[src/rtl/cosim_pkg.sv]
// cosim_pkg: shared types and constants for the cosim trace buffer.
//   XLEN / DEC_W / SEQ_W fix the width of trace_entry_t, so they live here and
//   not as per-instance parameters.
//   OVF_DROP_ALL / OVF_KEEP_FIT are the two overflow policies.
`timescale 1ns/1ps
package cosim_pkg;

    localparam int XLEN  = 32;
    localparam int DEC_W = 32;
    localparam int SEQ_W = 16;

    localparam int OVF_DROP_ALL = 0;  // group does not fit -> whole group lost
    localparam int OVF_KEEP_FIT = 1;  // keep the lowest lanes that fit

    typedef struct packed {
        logic [SEQ_W-1:0] seq;
        logic [XLEN-1:0]  pc;
        logic [XLEN-1:0]  instr;
        logic [DEC_W-1:0] dec;
    } trace_entry_t;

endpackage

[src/rtl/trace_lane_compact.sv]
// trace_lane_compact: combinational lane compaction for the trace buffer.
//   lane_valid_i  per-lane valid bits
//   free_i        free FIFO slots, taken from registered occupancy
//   offset_o      per-lane slot offset (number of valid lanes below it)
//   accept_o      per-lane accepted mask after the overflow policy
//   n_valid_o     popcount of lane_valid_i
//   n_accept_o    number of accepted records
`timescale 1ns/1ps
module trace_lane_compact
    import cosim_pkg::*;
#(
    parameter int NUM_LANES = 2,
    parameter int DEPTH     = 16,
    parameter int OVF_MODE  = OVF_DROP_ALL,
    parameter int LW        = $clog2(NUM_LANES + 1),
    parameter int CW        = $clog2(DEPTH + 1)
) (
    input  logic [NUM_LANES-1:0] lane_valid_i,
    input  logic [CW-1:0]        free_i,
    output logic [LW-1:0]        offset_o [NUM_LANES],
    output logic [NUM_LANES-1:0] accept_o,
    output logic [LW-1:0]        n_valid_o,
    output logic [LW-1:0]        n_accept_o
);

    logic fits_all;

    // Running prefix count: each lane's slot is the number of valid lanes below it.
    always_comb begin
        n_valid_o = '0;
        for (int i = 0; i < NUM_LANES; i++) begin
            offset_o[i] = n_valid_o;
            n_valid_o   = n_valid_o + LW'(lane_valid_i[i]);
        end
    end

    assign fits_all = CW'(n_valid_o) <= free_i;

    genvar gi;
    generate
        for (gi = 0; gi < NUM_LANES; gi++) begin : g_accept
            if (OVF_MODE == OVF_KEEP_FIT) begin : g_fit
                // Lanes whose compacted slot lands inside the free space survive.
                assign accept_o[gi] = lane_valid_i[gi] && (CW'(offset_o[gi]) < free_i);
            end else begin : g_all
                assign accept_o[gi] = lane_valid_i[gi] && fits_all;
            end
        end

        if (OVF_MODE == OVF_KEEP_FIT) begin : g_n_fit
            // free_i < n_valid_o <= NUM_LANES in the else branch, so the narrowing is exact.
            assign n_accept_o = fits_all ? n_valid_o : LW'(free_i);
        end else begin : g_n_all
            assign n_accept_o = fits_all ? n_valid_o : '0;
        end
    endgenerate

endmodule

[src/rtl/cosim_trace_buffer.sv]
// cosim_trace_buffer: multi-lane retire capture FIFO feeding the cosim checker.
//   clk, rst           clock, asynchronous active-high reset
//   lane_valid/pc/instr/dec  up to NUM_LANES records per cycle, lane 0 oldest
//   in_ready           advisory: at least NUM_LANES free slots
//   flush              synchronous clear of contents (seq/drop stats kept)
//   out_valid/ready    head handshake; out_entry is the head record
//   count              occupancy
//   drop_cnt           saturating count of records lost to overflow
//   overflow           sticky flag, set on first lost record
`timescale 1ns/1ps
module cosim_trace_buffer
    import cosim_pkg::*;
#(
    parameter int NUM_LANES = 2,
    parameter int DEPTH     = 16,
    parameter int CNT_W     = 16,
    parameter int OVF_MODE  = OVF_DROP_ALL
) (
    input  logic                          clk,
    input  logic                          rst,
    input  logic [NUM_LANES-1:0]          lane_valid,
    input  logic [NUM_LANES*XLEN-1:0]     lane_pc,
    input  logic [NUM_LANES*XLEN-1:0]     lane_instr,
    input  logic [NUM_LANES*DEC_W-1:0]    lane_dec,
    output logic                          in_ready,
    input  logic                          flush,
    output logic                          out_valid,
    input  logic                          out_ready,
    output trace_entry_t                  out_entry,
    output logic [$clog2(DEPTH+1)-1:0]    count,
    output logic [CNT_W-1:0]              drop_cnt,
    output logic                          overflow
);

    localparam int CW = $clog2(DEPTH + 1);
    localparam int PW = (DEPTH > 1) ? $clog2(DEPTH) : 1;
    localparam int LW = $clog2(NUM_LANES + 1);

    logic [CW-1:0]    count_q, count_d;
    logic [PW-1:0]    wr_ptr_q, wr_ptr_d;
    logic [PW-1:0]    rd_ptr_q, rd_ptr_d;
    logic [SEQ_W-1:0] seq_q, seq_d;
    logic [CNT_W-1:0] drop_cnt_q, drop_cnt_d;
    logic             overflow_q, overflow_d;

    trace_entry_t     mem_q [DEPTH];
    trace_entry_t     lane_entry [NUM_LANES];

    logic [CW-1:0]        free_slots;
    logic [LW-1:0]        offset [NUM_LANES];
    logic [NUM_LANES-1:0] accept;
    logic [LW-1:0]        n_valid, n_accept, n_drop;
    logic [CNT_W:0]       drop_sum;
    logic                 pop;

    // Space is judged on registered occupancy only: a same-cycle pop frees nothing,
    // which keeps out_ready out of the accept path.
    assign free_slots = CW'(DEPTH) - count_q;

    trace_lane_compact #(
        .NUM_LANES (NUM_LANES),
        .DEPTH     (DEPTH),
        .OVF_MODE  (OVF_MODE),
        .LW        (LW),
        .CW        (CW)
    ) u_compact (
        .lane_valid_i (lane_valid),
        .free_i       (free_slots),
        .offset_o     (offset),
        .accept_o     (accept),
        .n_valid_o    (n_valid),
        .n_accept_o   (n_accept)
    );

    genvar gi;
    generate
        for (gi = 0; gi < NUM_LANES; gi++) begin : g_entry
            assign lane_entry[gi] = '{
                seq:   seq_q + SEQ_W'(offset[gi]),
                pc:    lane_pc[gi*XLEN +: XLEN],
                instr: lane_instr[gi*XLEN +: XLEN],
                dec:   lane_dec[gi*DEC_W +: DEC_W]
            };
        end
    endgenerate

    assign pop      = (count_q != '0) && out_ready && !flush;
    assign n_drop   = n_valid - n_accept;
    assign drop_sum = {1'b0, drop_cnt_q} + (CNT_W+1)'(n_drop);

    always_comb begin
        count_d    = count_q;
        wr_ptr_d   = wr_ptr_q;
        rd_ptr_d   = rd_ptr_q;
        seq_d      = seq_q;
        drop_cnt_d = drop_cnt_q;
        overflow_d = overflow_q;
        if (flush) begin
            // Lanes presented alongside flush are discarded silently: no seq, no drops.
            count_d  = '0;
            wr_ptr_d = '0;
            rd_ptr_d = '0;
        end else begin
            count_d  = count_q + CW'(n_accept) - CW'(pop);
            wr_ptr_d = wr_ptr_q + PW'(n_accept);
            rd_ptr_d = rd_ptr_q + PW'(pop);
            seq_d    = seq_q + SEQ_W'(n_accept);
            if (n_drop != '0) begin
                overflow_d = 1'b1;
                drop_cnt_d = drop_sum[CNT_W] ? '1 : drop_sum[CNT_W-1:0];
            end
        end
    end

    always_ff @(posedge clk or posedge rst) begin
        if (rst) begin
            count_q    <= '0;
            wr_ptr_q   <= '0;
            rd_ptr_q   <= '0;
            seq_q      <= '0;
            drop_cnt_q <= '0;
            overflow_q <= 1'b0;
        end else begin
            count_q    <= count_d;
            wr_ptr_q   <= wr_ptr_d;
            rd_ptr_q   <= rd_ptr_d;
            seq_q      <= seq_d;
            drop_cnt_q <= drop_cnt_d;
            overflow_q <= overflow_d;
        end
    end

    // Storage needs no reset: occupancy decides what is meaningful.
    always_ff @(posedge clk) begin
        if (!flush) begin
            for (int i = 0; i < NUM_LANES; i++) begin
                if (accept[i]) begin
                    mem_q[wr_ptr_q + PW'(offset[i])] <= lane_entry[i];
                end
            end
        end
    end

    assign out_entry = mem_q[rd_ptr_q];
    assign out_valid = (count_q != '0);
    assign in_ready  = (free_slots >= CW'(NUM_LANES));
    assign count     = count_q;
    assign drop_cnt  = drop_cnt_q;
    assign overflow  = overflow_q;

endmodule

[config.mk]
export PLATFORM = sky130hd
export DESIGN_NAME = cosim_trace_buffer
export DESIGN_NICKNAME = d
export VERILOG_FILES = /design/src/rtl/cosim_pkg.sv /design/src/rtl/trace_lane_compact.sv /design/src/rtl/cosim_trace_buffer.sv
export SDC_FILE = /design/constraint.sdc
export NUM_CORES = 2
export LEC_CHECK = 0
export ABC_AREA = 0
export CORE_ASPECT_RATIO = 0.75
export CORE_MARGIN = 2
export CORE_UTILIZATION = 56
export CTS_BUF_LIST = sky130_fd_sc_hd__clkbuf_16
export CTS_CLUSTER_DIAMETER = 60
export DETAILED_ROUTE_END_ITERATION = 16
export PLACE_DENSITY = 0.84
export SYNTH_ARGS = -nofsm -noshare
export SYNTH_HDL_FRONTEND = slang
export SYNTH_SLANG_ARGS = --single-unit
[constraint.sdc]
create_clock -name clk -period 14.58 [get_ports clk]
set_input_delay 2.916 -clock clk [delete_from_list [all_inputs] [get_ports clk]]
set_output_delay 2.916 -clock clk [all_outputs]
set_load 0.01 [all_outputs]
==> results.cfg <==
[grt]
grt_max_degree = 142
grt_pass1_wl_um = 362000
overflow = 0
grt_usage_pct = 29.1
first_global_vias = 52700
antenna_found_initial = 27

[hold_path]
hold_class = reg2reg
min_from = overflow
whs_path_depth = 1
hold_end = overflow

[timing]
maxSlewHeadroom_pct = 10.9
totalNegativeSetupSlack_ns = 0
fin_worst_skew_ns = 0.0256
max_slew.worst_pin.slew_ns = 1.33
hold_viol_final = 0
grt_setup_unrepaired = no
holdWs_ns = 0.474
slew_violations = 0
fin_crit_sh_pct = 56.1
finalSetupViolCount = 0
max_freq_ghz = 0.122
period_needed_ns = 8.19

[routing]
first_iter_violations = 7459
met1_length_um = 96300
firstDrtPassIters = 5
dr_wl_met2_um = 118000
finalWirelength_um = 247000
antenna_left = 0
top_layer = met5
dr_wl_met3_um = 25300
wl_per_cell_um = 32.1
drcViolationCount = 0
dr_total_vias = 51900
via_per_inst = 6.75

[critical_path]
path_max_fanout = 134
cp_slowest_cell = dfrtp_4
rrSetupSlack_ns = 9.06
worstReg2RegStart = count[2]
cp_slowest_stage_delay_ns = 1.18
cp.arrival_ns = 5.27
path_class = reg2out
cp-start-kind = register
cpMostUsedCell = mux4_2
r2r-end = mem_q[11][32]
end_kind = output pin
cp.required_ns = 11.66
crit_path_cell_trace = buf_12 -> buf_4 -> mux4_2 -> mux4_2 -> clkdlybuf4s50_1
worstRegToRegCells = 13

[clock_tree]
clockBufferDepth = 3
cts_tree = built
clock_sinks = 1838
postCtsSetupBuffers = 0
ctsResizeCount = 0
cts.clk_slew.worst_paths_ns = 0.06
numCtsBuffers = 177
insertion_delay_ns = 0.82
clockRootBuffer = clkbuf_16
holdBufCountCts = 0
htree_levels = 4

[power_and_ir_drop]
p_total_mw = 13.9
leakagePower_nw = 33.5
power_density_mw_per_mm2 = 135
peakVddDrop_v = 0.000124

[final_layout]
fill_cells = 11200
multi_input_area_sq_mm = 0.0356
synthToLayoutAreaGrowth_pct = 11.0
seqCellArea_sq_mm = 0.0550
layout-drive-gt1-share_pct = 43.9
fin_nets = 5539

[logic_synthesis]
synth_cells = 5283
synth_fp_nets = 5510
synthArstFlopShare_pct = 2.50
syn_avg_cell_area_sq_um = 17.6
synth_cell_type_count = 64
synth.ff_latch_count = 1838
synth_area_leaders = edfxtp_1 (58%), mux2_2 (17%), mux4_2 (14%), mux2_1 (1.7%), xor2_1 (1.7%)
syn_area_sq_mm = 0.0929
yosysTopAreaCellShare_pct = 57.9
synth_edf_count = 1792
ys.flop_type = edfxtp_1
synth_common_cells = edfxtp_1 (1792), mux2_2 (1439), mux4_2 (560), clkbuf_1 (331), xor2_1 (177)
yosysTopAreaCell = edfxtp_1
synth.yosys.seq_area_share_pct = 59.2
yosysMostFrequentCell = edfxtp_1
yosys_warnings = 0

[floorplanning]
die-area_sq_mm = 0.169
die-width_um = 474
core_area_sq_mm = 0.165
die_y_um = 357
fp-row-count = 129
start_util_pct = 56.4
ios = 334

[placement]
hpwlAfterDp_um = 133000
port_buffers = 333
place_congestion = 0.829

[flow_run]
cap_violations = 0

[outcome]
outcome = complete, no violations
==> worst max path at each step <==
stage	to	from
after floorplan	mem_q[7][0]	lane_valid[0]
after global placement	mem_q[11][93]	lane_valid[0]
after detailed placement	mem_q[11][86]	lane_valid[0]
after CTS	out_entry[53]	rd_ptr_q[0]
after global routing	out_entry[51]	rd_ptr_q[0]
final	out_entry[52]	rd_ptr_q[1]
==> metal layers <==
metal  GRT usage [%]  up-vias
met5               0        -
met4            9.00       24
met3            5.07      419
met2            45.9     3057
met1            41.9    27200
li1                -    21200
==> sequential cells by signal, summed over array words and instances (netlist names) <==
signal    cells
rd_ptr_q      4
drop_cnt     16
wr_ptr_q      4
overflow      1
mem_q      1792
seq_q        16
count         5
==> power breakdown <==
part           switching (mW)  internal [mW]
sequential              0.184           6.27
combinational            1.66           1.42
clock                    2.03           2.34
total                    3.87           10.0
==> kinds of logic after synthesis <==
group	synth area share, %
AO/OA/AOI/OAI	0.701
adder cells (fa/ha/maj)	0.423
flip-flops	59.2
XOR/XNOR	2.09
buffers and inverters	2.89
AND/OR/NAND/NOR	1.92
multiplexers	32.8
==> through the flow <==
| step | utilization [%] | cells | setup slack, ns | instance area [sq um] |
|---|---|---|---|---|
| after floorplan | - | 5283 | 1.22 | 92900 |
| after global placement | 59.3 | 7360 | 6.21 | 97700 |
| after detailed placement | 59.3 | 7360 | 6.15 | 97700 |
| after CTS | 62.5 | 7682 | 6.40 | 103000 |
| after global routing | 62.5 | 7690 | 6.25 | 103000 |
| final | 62.5 | 7693 | 6.39 | 103000 |
==> worst max-delay path, delay by kind of cell, from the launching register on <==
family	cells	cell delay [ns]
buf+inv	3	2.11
flops	1	1.18
mux	2	1.00
==> final cells by class <==
cell class | count | share of cell area (%)
antenna | 11 | 0.0267
clock buffer | 181 | 4.40
clock inverter | 141 | 0.812
inverter | 22 | 0.0801
multi-input combinational | 2835 | 34.5
sequential | 1838 | 53.3
tap | 2227 | 2.70
timing repair buffer | 438 | 4.11
==> layout by cell type (no fill, tap or decap), drive strengths merged, types with 72 or more instances in the layout <==
cell | Yosys | final
buf | 257 | 105
clkbuf | 331 | 181
clkdlybuf4s50 | 0 | 333
clkinv | 1 | 72
edfxtp | 1792 | 1792
inv | 21 | 81
mux2 | 1583 | 1583
mux4 | 560 | 560
nor3 | 127 | 127
xor2 | 177 | 177
Note: power is estimated with default switching activity, not from simulation.
